File: src/rtl/imem_pkg.sv
// Shared definitions for the boot-time instruction store controller.
//   state_t      : controller phase (IDLE, LOAD, FILL, RUN)
//   IMEM_DEPTH   : number of instruction words held
//   NOP          : word the core sees while not running or past the PC limit
//   PC_LIMIT_DEF : default first byte PC that fetches NOP
package imem_pkg;

  typedef enum logic [1:0] {
    IDLE = 2'd0,
    LOAD = 2'd1,
    FILL = 2'd2,
    RUN  = 2'd3
  } state_t;

  localparam int          IMEM_DEPTH   = 16;
  localparam logic [15:0] NOP          = 16'h0000;
  localparam int          PC_LIMIT_DEF = 32;

endpackage

File: src/rtl/imem_ram_16x16.sv
// Instruction word storage: one synchronous write port, one asynchronous read port.
// Contents are not reset.
//   clk_i   : write clock
//   we_i    : write enable
//   waddr_i : write word address
//   wdata_i : write data
//   raddr_i : read word address
//   rdata_o : read data (combinational)
module imem_ram_16x16 #(
  parameter int ADDR_W = 4,
  parameter int DATA_W = 16
) (
  input  logic              clk_i,
  input  logic              we_i,
  input  logic [ADDR_W-1:0] waddr_i,
  input  logic [DATA_W-1:0] wdata_i,
  input  logic [ADDR_W-1:0] raddr_i,
  output logic [DATA_W-1:0] rdata_o
);

  logic [DATA_W-1:0] mem_q [2**ADDR_W];

  always_ff @(posedge clk_i) begin
    if (we_i) mem_q[waddr_i] <= wdata_i;
  end

  assign rdata_o = mem_q[raddr_i];

endmodule

File: src/rtl/imem_load_ctrl.sv
// Boot sequencer and owner of the core's instruction store.
// Loads a program from a valid/ready word stream, zero-fills the unused tail,
// then releases the core (cpu_run). Fetch stays combinational.
// Optional feature macro: LOAD_CHECKSUM_EN (sum of accepted words on ld_checksum).
// Ports:
//   clk, rst_n          : clock, async active-low reset
//   load_start          : request a (re)load; honoured in IDLE and RUN only
//   ld_valid/ld_data/ld_last/ld_ready : loader stream
//   pc / instruction    : core fetch port (byte address in, word out)
//   cpu_run             : core may advance
//   load_done           : one-cycle pulse on entry to RUN
//   ld_count            : words accepted in the current/last load (saturates at 16)
//   ld_checksum         : mod-2^16 sum of accepted words (0 when feature disabled)
//   dbg_state           : current controller state, for observation
// Handshake: a word transfers on a rising edge where ld_valid and ld_ready are
// both high; ld_valid must not depend on ld_ready, and ld_data/ld_last are held
// while ld_valid waits for ld_ready.
module imem_load_ctrl
  import imem_pkg::*;
#(
  parameter int ADDR_W   = 4,
  parameter int DATA_W   = 16,
  parameter int PC_LIMIT = PC_LIMIT_DEF
) (
  input  logic              clk,
  input  logic              rst_n,
  input  logic              load_start,
  input  logic              ld_valid,
  input  logic [DATA_W-1:0] ld_data,
  input  logic              ld_last,
  output logic              ld_ready,
  input  logic [15:0]       pc,
  output logic [DATA_W-1:0] instruction,
  output logic              cpu_run,
  output logic              load_done,
  output logic [4:0]        ld_count,
  output logic [15:0]       ld_checksum,
  output state_t            dbg_state
);

  localparam logic [ADDR_W-1:0] LAST_ADDR = '1;
  localparam logic [4:0]        COUNT_MAX = 5'(IMEM_DEPTH);

  state_t              state_q;
  logic [ADDR_W-1:0]   wr_ptr_q;
  logic [4:0]          ld_count_q;
  logic                ld_ready_q;
  logic                cpu_run_q;
  logic                load_done_q;

  logic                ld_hs;
  logic                load_entry;
  logic                mem_we;
  logic [DATA_W-1:0]   mem_wdata;
  logic [DATA_W-1:0]   mem_rdata;

  // ld_ready_q is high exactly while in LOAD, so it qualifies the handshake alone.
  assign ld_hs      = ld_valid & ld_ready_q;
  assign load_entry = load_start & ((state_q == IDLE) | (state_q == RUN));
  assign mem_we     = ld_hs | (state_q == FILL);
  assign mem_wdata  = (state_q == FILL) ? DATA_W'(NOP) : ld_data;

  always_ff @(posedge clk or negedge rst_n) begin
    if (!rst_n) begin
      state_q     <= IDLE;
      wr_ptr_q    <= '0;
      ld_count_q  <= '0;
      ld_ready_q  <= 1'b0;
      cpu_run_q   <= 1'b0;
      load_done_q <= 1'b0;
    end else begin
      load_done_q <= 1'b0;
      case (state_q)
        IDLE, RUN: begin
          if (load_start) begin
            state_q    <= LOAD;
            wr_ptr_q   <= '0;
            ld_count_q <= '0;
            ld_ready_q <= 1'b1;
            cpu_run_q  <= 1'b0;
          end
        end
        LOAD: begin
          if (ld_hs) begin
            wr_ptr_q <= wr_ptr_q + ADDR_W'(1);
            if (ld_count_q != COUNT_MAX) ld_count_q <= ld_count_q + 5'd1;
            if (wr_ptr_q == LAST_ADDR) begin
              // Store is full: nothing left to zero-fill.
              state_q     <= RUN;
              ld_ready_q  <= 1'b0;
              cpu_run_q   <= 1'b1;
              load_done_q <= 1'b1;
            end else if (ld_last) begin
              state_q    <= FILL;
              ld_ready_q <= 1'b0;
            end
          end
        end
        FILL: begin
          // Pointer wraps back to 0 on the final fill write.
          wr_ptr_q <= wr_ptr_q + ADDR_W'(1);
          if (wr_ptr_q == LAST_ADDR) begin
            state_q     <= RUN;
            cpu_run_q   <= 1'b1;
            load_done_q <= 1'b1;
          end
        end
        default: state_q <= IDLE;
      endcase
    end
  end

  imem_ram_16x16 #(
    .ADDR_W (ADDR_W),
    .DATA_W (DATA_W)
  ) u_ram (
    .clk_i   (clk),
    .we_i    (mem_we),
    .waddr_i (wr_ptr_q),
    .wdata_i (mem_wdata),
    .raddr_i (pc[ADDR_W:1]),
    .rdata_o (mem_rdata)
  );

  // pc[0] is a byte offset inside a word and never selects storage.
  assign instruction = ((state_q == RUN) && (pc < 16'(PC_LIMIT))) ? mem_rdata : DATA_W'(NOP);

`ifdef LOAD_CHECKSUM_EN
  logic [15:0] csum_q;

  always_ff @(posedge clk or negedge rst_n) begin
    if (!rst_n)          csum_q <= '0;
    else if (load_entry) csum_q <= '0;
    else if (ld_hs)      csum_q <= csum_q + 16'(ld_data);
  end

  assign ld_checksum = csum_q;
`else
  assign ld_checksum = NOP;
`endif

  assign ld_ready  = ld_ready_q;
  assign cpu_run   = cpu_run_q;
  assign load_done = load_done_q;
  assign ld_count  = ld_count_q;
  assign dbg_state = state_q;

endmodule

File: config.mk
export PLATFORM = sky130hd
export DESIGN_NAME = imem_load_ctrl
export DESIGN_NICKNAME = d
export VERILOG_FILES = /design/src/rtl/imem_pkg.sv /design/src/rtl/imem_ram_16x16.sv /design/src/rtl/imem_load_ctrl.sv
export SDC_FILE = /design/constraint.sdc
export NUM_CORES = 1
export LEC_CHECK = 0
export ABC_CLOCK_PERIOD_IN_PS = 7900
export CAP_MARGIN = 20
export CORE_MARGIN = 4
export CORE_UTILIZATION = 55
export DETAILED_ROUTE_END_ITERATION = 7
export HOLD_SLACK_MARGIN = 0.1
export MAX_ROUTING_LAYER = met4
export PLACE_DENSITY = 0.82
export SKIP_LAST_GASP = 1
export SYNTH_ARGS = -nofsm -noshare
export SYNTH_HDL_FRONTEND = slang
export SYNTH_SLANG_ARGS = --single-unit
File: constraint.sdc
create_clock -name clk -period 7.9 [get_ports clk]
set_input_delay 2.37 -clock clk [delete_from_list [all_inputs] [get_ports clk]]
set_output_delay 2.37 -clock clk [all_outputs]
set_load 0.01 [all_outputs]
==> metrics.md, run 1 <==
| Metric | Value |
|---|---|
| CTS max path bufs | `3` |
| Final cycle utilization of the critical path | `0.876` |
| CP required | `5.53 ns` |
| # H-tree levels | `1` |
| Vias in the first global route | `5846` |
| Top-count cell post-synth | `edfxtp_1` |
| DRC | `0` |
| Final Cell Area | `12700 sq um` |
| Postcts setup bufs | `0` |
| Initial antenna violation count | `0` |
| Crit Path Max Fanout | `16` |
| Synth Register Bits | `270` |
| Setup TNS | `0 ns` |
| Worst skew pair latency | `0.54 ns` |
| Cell count after synthesis | `542` |
| Utilization after layout | `0.650` |
| 1st-iter DRT viols | `518` |
| Full die area | `22100 sq um` |
| Crit Path Category | `input port to output port` |
| Grt ovf | `0` |
| Cts repair resizes | `0` |
| Period minus WS final | `6.92 ns` |
| Ys async rst share | `0.0519` |
| CTS clk-pin slew, worst paths | `0.06 ns` |
| I/O Pins | `79` |
| Drt first pass iters | `5` |
| Via Count | `5539` |
| Average wire per standard cell | `about 25 um` |
| Critical path endpoint category | `output port` |
| TritonCTS clock tree | `done` |
| CP Launch Type | `input port` |
| Antenna Violating Nets Remaining | `0` |
| Largest area contributor in the netlist | `edfxtp_1` |
| Total track usage | `0.218` |
| Max transition margin | `0.308` |
| Pwr dens | `294 nW/um^2` |
| Worst Tran Pin Value | `1.04 ns` |
| Post-synth design cell area | `10900 sq um` |
| DRT Wirelength | `22800 um` |
| Final Max Slew Viols | `0` |
| Post-synth EDFFs | `between 200 and 300` |
| Clk root buf | `clkbuf_16` |
| Fmax achieved | `144 MHz` |
| Rows | `51` |
| Worst clock skew | `0.0133 ns` |
| Vias per cell | `roughly 6.1` |
| Initial Util | `0.560` |
| Synthesis Warnings | `0` |
| Core Box Area | `19500 sq um` |
| CTS buffer count | `27` |
| Area growth syn-to-layout | `16.1%` |
| First-pass GRT wire length | `35000 um` |
| Primary FF master, synth | `edfxtp_1` |
| Seq/Total Area, Yosys | `0.737` |
| Dominant cells by area after synthesis | `edfxtp_1 (71%), mux4_2 (13%), dfrtp_1 (3.2%), mux2i_1 (3.2%), buf_4 (1.1%)` |
| Fin nets | `675` |
| Largest net degree at the start of global routing | `65` |
| RSZ-0062 raised after global routing | `no` |
| Peak VDD IR | `between 150 and 200 uV` |
| Final HPWL DP | `approximately 14000 um` |
| # fillers | `1274` |
| Status | `finished clean` |
| Endpoints failing setup | `0` |
| Placer congestion estimate | `0.844` |
| Cell Area, Placed | `11800 sq um` |
| Hold Path Class | `flop to flop` |
| Clock Sink Count | `270` |
| Yosys top cell area share | `0.705` |
| Yosys cell types | `35` |
| Number of port buffers | `61` |
| Die X | `149 um` |
| Hold_buf cts | `0` |
| Max-cap violation count | `0` |
| Mean post-synth cell area | `20.1 sq um` |
| Endpoints failing hold | `0` |
| Die height | `149 um` |
| ANT cells | `0` |
| LEAKAGE | `between 4 and 5 nW` |
| Commonest cells post-synth | `edfxtp_1 (256), mux4_2 (64), mux2i_1 (35)` |
| CP arrival | `~4.6 ns` |
| Fraction of layout cells with a size suffix above 1 | `0.209` |
[critical path, cell delays in order]
cell and delay, ns:
clkdlybuf4s50_1 0.41, nor4_1 0.38, nand4b_1 0.17, buf_4 0.26, o22ai_1 0.33, clkdlybuf4s50_1 0.63
[layer usage]
layer | global-route usage | vias up | routed length [um] | part of all wire
met2 | 0.350 | 309 | 11400 | 0.50
met4 | 0.0485 | 0 | 503 | 0.022
met1 | 0.301 | 2835 | 9030 | 0.40
met5 | - | - | 0 | 0
li1 | - | 2343 | - | -
met3 | 0.0380 | 52 | 1880 | 0.082
[worst paths after layout]
check	start	to	slack, ns	cells after the start
worst max register to register	dbg_state[0]$_DFFE_PN0P_	u_ram.mem_q[12][15]$_DFFE_PP_	4.67	6
worst max-delay path	pc[15]	instruction[5]	0.98	6
min in group asynchronous	rst_n	cpu_run$_DFFE_PN0P_	2.25	1
worst min register to register	cpu_run$_DFFE_PN0P_	cpu_run$_DFFE_PN0P_	0.49	1
worst min-delay path	cpu_run$_DFFE_PN0P_	cpu_run$_DFFE_PN0P_	0.49	1
max in group asynchronous	rst_n	wr_ptr_q[2]$_DFFE_PN0P_	5.20	1
[stage by stage]
step | worst slack [ns] | std cells | power [W] | hold slack (ns)
3_3_place_gp | 0.992 | 864 | 0.00249 | 0.467
5_1_grt | 0.826 | 912 | 0.00388 | 0.530
6_report | 0.978 | 912 | 0.00373 | 0.489
2_1_floorplan | 2.08 | 557 | 0.00231 | 0.509
4_1_cts | 0.965 | 911 | 0.00374 | 0.489
3_5_place_dp | 0.972 | 864 | 0.00254 | 0.469
[state kept, by name, summed over array words and instances (netlist names)]
name / count
cpu_run: 1
u_ram.mem_q: 256
ld_count: 5
load_done: 1
ld_ready: 1
dbg_state: 2
wr_ptr_q: 4
[cell families (layout without fill, tap and decap cells)]
group                      count (synthesis)  after routing  synth area share
muxes                                     99             99             0.164
other                                      1             16          0.000344
DFF                                      270            270             0.737
and+or+nand+nor                           76             76            0.0358
buffers and inverters                     48            138            0.0283
xor gates and xnor gates                   2              2           0.00161
AOI/OAI and AO/OA                         37             37            0.0220
adders and majority gates                  9              9            0.0103
[cell usage in the layout (no fill, tap or decap), types with 3 or more instances in the layout]
master             n
conb_1            16
nand2_1           13
clkinv_1           4
mux2i_1           35
a21o_1             3
nand3_1            4
inv_1              6
o22ai_1           16
edfxtp_1         256
nor2b_1           19
dfrtp_1           14
buf_4             23
clkinv_2           6
o21ai_0            4
clkbuf_16         27
nor4_1             6
ha_1               9
nor3_2             4
nor3_1             3
a21oi_1            6
clkbuf_1           6
clkdlybuf4s50_1   58
mux4_2            64
nor2_1            21
[power by group]
group	internal (W)	switching, W
Combinational	0.000214	0.000409
Sequential	0.00184	0.0000636
Clock	0.000698	0.000505
Total	0.00275	0.000978
[area by class of cell]
type	count	area, sq um	share of cell area
sequential	270	8040	0.635
multi-input combinational	239	2630	0.208
timing repair buffer	85	803	0.0635
clock buffer	34	712	0.0563
tap	265	332	0.0262
clock inverter	13	114	0.00900
inverter	6	22.5	0.00178
(Power assumes the default switching activity.)
==> inputs of run 2 (changes only) <==
- ABC_CLOCK_PERIOD_IN_PS: 7900 -> default
==> results of run 2 <==
Final layout, timing and power as in run 1 (identical DEF).
==> inputs of run 3 (changes only) <==
- CORE_UTILIZATION: 55 -> 35
- PLACE_DENSITY: 0.82 -> 0.59
==> run 3 against run 2 <==
Flip-flop and latch count stayed put; routed wire length rose by 6.1%; die area grew 54%; via count shrank 2.3%; non-clock buffer count fell by 2; critical endpoint is now instruction[14]; largest cell class unchanged; largest power group unchanged.
==> metrics.md, run 3 (synthesis results as in run 1) <==
| Metric | Value |
|---|---|
| Postcts setup bufs | `0` |
| Hold Path Class | `flop to flop` |
| Die height | `184 um` |
| RSZ-0062 raised after global routing | `no` |
| Placer congestion estimate | `~0.81` |
| Setup TNS | `0 ns` |
| Rows | `64` |
| Hold_buf cts | `0` |
| Gr busiest metal | `met2` |
| DRT Wirelength | `24300 um` |
| Crit-path leading delay family | `buffers and inverters` |
| Final cycle utilization of the critical path | `0.885` |
| CTS buffer count | `27` |
| Status | `finished clean` |
| GRT met1 Usage | `0.190` |
| R2R Setup Slk | `just under 5 ns` |
| Switching fraction of total power | `0.264` |
| Initial Util | `0.355` |
| Fmax achieved | `143 MHz` |
| Worst Tran Pin Value | `1.08 ns` |
| DRC | `0` |
| Max-cap violation count | `0` |
| Max FFs per register | `about 260` |
| Initial antenna violation count | `1` |
| CTS max path bufs | `3` |
| Area growth syn-to-layout | `17.6%` |
| Worst skew pair latency | `0.52 ns` |
| Fin nets | `673` |
| CP required | `5.53 ns` |
| Crit Path Category | `input port to output port` |
| Critical path's most frequent cell | `clkdlybuf4s50_1` |
| Largest net degree at the start of global routing | `65` |
| Hold Crit Depth | `1` |
| # fillers | `2660` |
| Peak VDD IR | `198 uV` |
| Clock Sink Count | `270` |
| Cell Int Power | `0.00270 W` |
| Fin cells | `1042` |
| Vias in the first global route | `5704` |
| Fraction of layout cells with a size suffix above 1 | `0.222` |
| Average wire per standard cell | `23.3 um` |
| Total track usage | `0.146` |
| Critical path endpoint category | `output port` |
| CP max stage cell | `clkdlybuf4s50_1` |
| Commonest non-fill, non-tap cells in the layout | `edfxtp_1 (256), mux4_2 (64), clkdlybuf4s50_1 (58), mux2i_1 (35), clkbuf_16 (27)` |
| Top reg by flops | `u_ram.mem_q` |
| CP arrival | `around 4.6 ns` |
| I/O Pins | `79` |
| Leading cell type in the layout, fill and taps excluded | `edfxtp_1` |
| Pwr dens | `286 nW/um^2` |
| Met3 usage | `0.0264` |
| Reg power frac | `0.516` |
| First-pass GRT wire length | `36000 um` |
| Core Box Area | `30700 sq um` |
| CP Cell Sequence | `clkdlybuf4s50_1 -> nor4_1 -> nand4b_1 -> buf_4 -> o22ai_1 -> clkdlybuf4s50_1` |
| Full die area | `between 30000 and 40000 sq um` |
| Endpoints failing hold | `0` |
| Clock Power Share | `0.313` |
| Period minus WS final | `6.99 ns` |
| Sw power | `0.000969 W` |
| Antenna Violating Nets Remaining | `0` |
| # H-tree levels | `1` |
| Final Max Slew Viols | `0` |
| CTS clk-pin slew, worst paths | `0.06 ns` |
| Number of port buffers | `a little over 60` |
| Utilization after layout | `0.418` |
| Via Count | `5411` |
| Crit Path Max Fanout | `16` |
| 1st-iter DRT viols | `459` |
| R2R cell count | `6` |
| Drt first pass iters | `5` |
| LEAKAGE | `4.25 nW` |
| Buf/Inv on CP | `3` |
| CP Launch Type | `input port` |
| Max incr delay on CP | `0.64 ns` |
| Vias per cell | `5.19` |
| Cts repair resizes | `0` |
| Max transition margin | `0.279` |
| CP Depth | `6` |
| Endpoints failing setup | `0` |
| Clk root buf | `clkbuf_16` |
| Routing usage on met2 | `0.246` |
| Die X | `between 150 and 200 um` |
| Grt ovf | `0` |
| Final HPWL DP | `14200 um` |
| TritonCTS clock tree | `done` |
| Worst clock skew | `0.0120 ns` |
| Hold WS | `0.484 ns` |
| Inst Count DP | `994` |
| Gate power share | `0.170` |
==> run 3: cell types whose count changed in the layout (fill, tap and decap cells not counted), moves of 2 or more <==
| cell | delta |
|---|---|
| buf_12 | +2 |
| buf_4 | -4 |
| clkbuf_1 | -2 |
| clkinv_1 | +2 |
| clkinv_2 | +2 |
| nor2_1 | -10 |
| nor2_2 | +10 |
==> run 3: routing by layer <==
metal	vias to the layer above	routed length, um	share of wire
li1	2344	-	-
met1	2835	9990	0.41
met2	200	12400	0.51
met3	32	1520	0.063
met4	0	380	0.016
met5	-	0	0
==> run 3: path summary, 6_finish.rpt <==
path,to,from
setup / recovery,instruction[14],pc[15]
hold / removal,cpu_run$_DFFE_PN0P_,cpu_run$_DFFE_PN0P_
setup reg to reg,u_ram.mem_q[10][0]$_DFFE_PP_,dbg_state[0]$_DFFE_PN0P_
hold reg to reg,cpu_run$_DFFE_PN0P_,cpu_run$_DFFE_PN0P_
max in group asynchronous,dbg_state[0]$_DFFE_PN0P_,rst_n
min in group asynchronous,cpu_run$_DFFE_PN0P_,rst_n
==> run 3: layout make-up <==
class	count	area (sq um)	area share
clock inverter	16	101	0.00790
inverter	6	22.5	0.00176
antenna	1	2.50	0.000195
timing repair buffer	83	813	0.0634
clock buffer	31	691	0.0539
sequential	270	8040	0.627
tap	396	495	0.0386
multi-input combinational	239	2660	0.207
==> run 3: stage by stage <==
step                      area [sq um]  worst slack [ns]  total power, W
after floorplan                  11000              2.08         0.00231
after global placement           12000             0.903         0.00253
after detailed placement         12000             0.934         0.00256
after CTS                        12800             0.934         0.00371
after global routing             12800             0.784         0.00384
final                            12800             0.906         0.00367
==> run 3: power by group through the flow <==
stage | Clock (W) | Combinational [W] | Sequential (W)
finish | 0.00115 | 0.000625 | 0.00190
global route | 0.00125 | 0.000691 | 0.00191
CTS | 0.00118 | 0.000638 | 0.00190
detailed placement | 0 | 0.000636 | 0.00193
global placement | 0 | 0.000613 | 0.00191
floorplan | 0 | 0.000409 | 0.00190
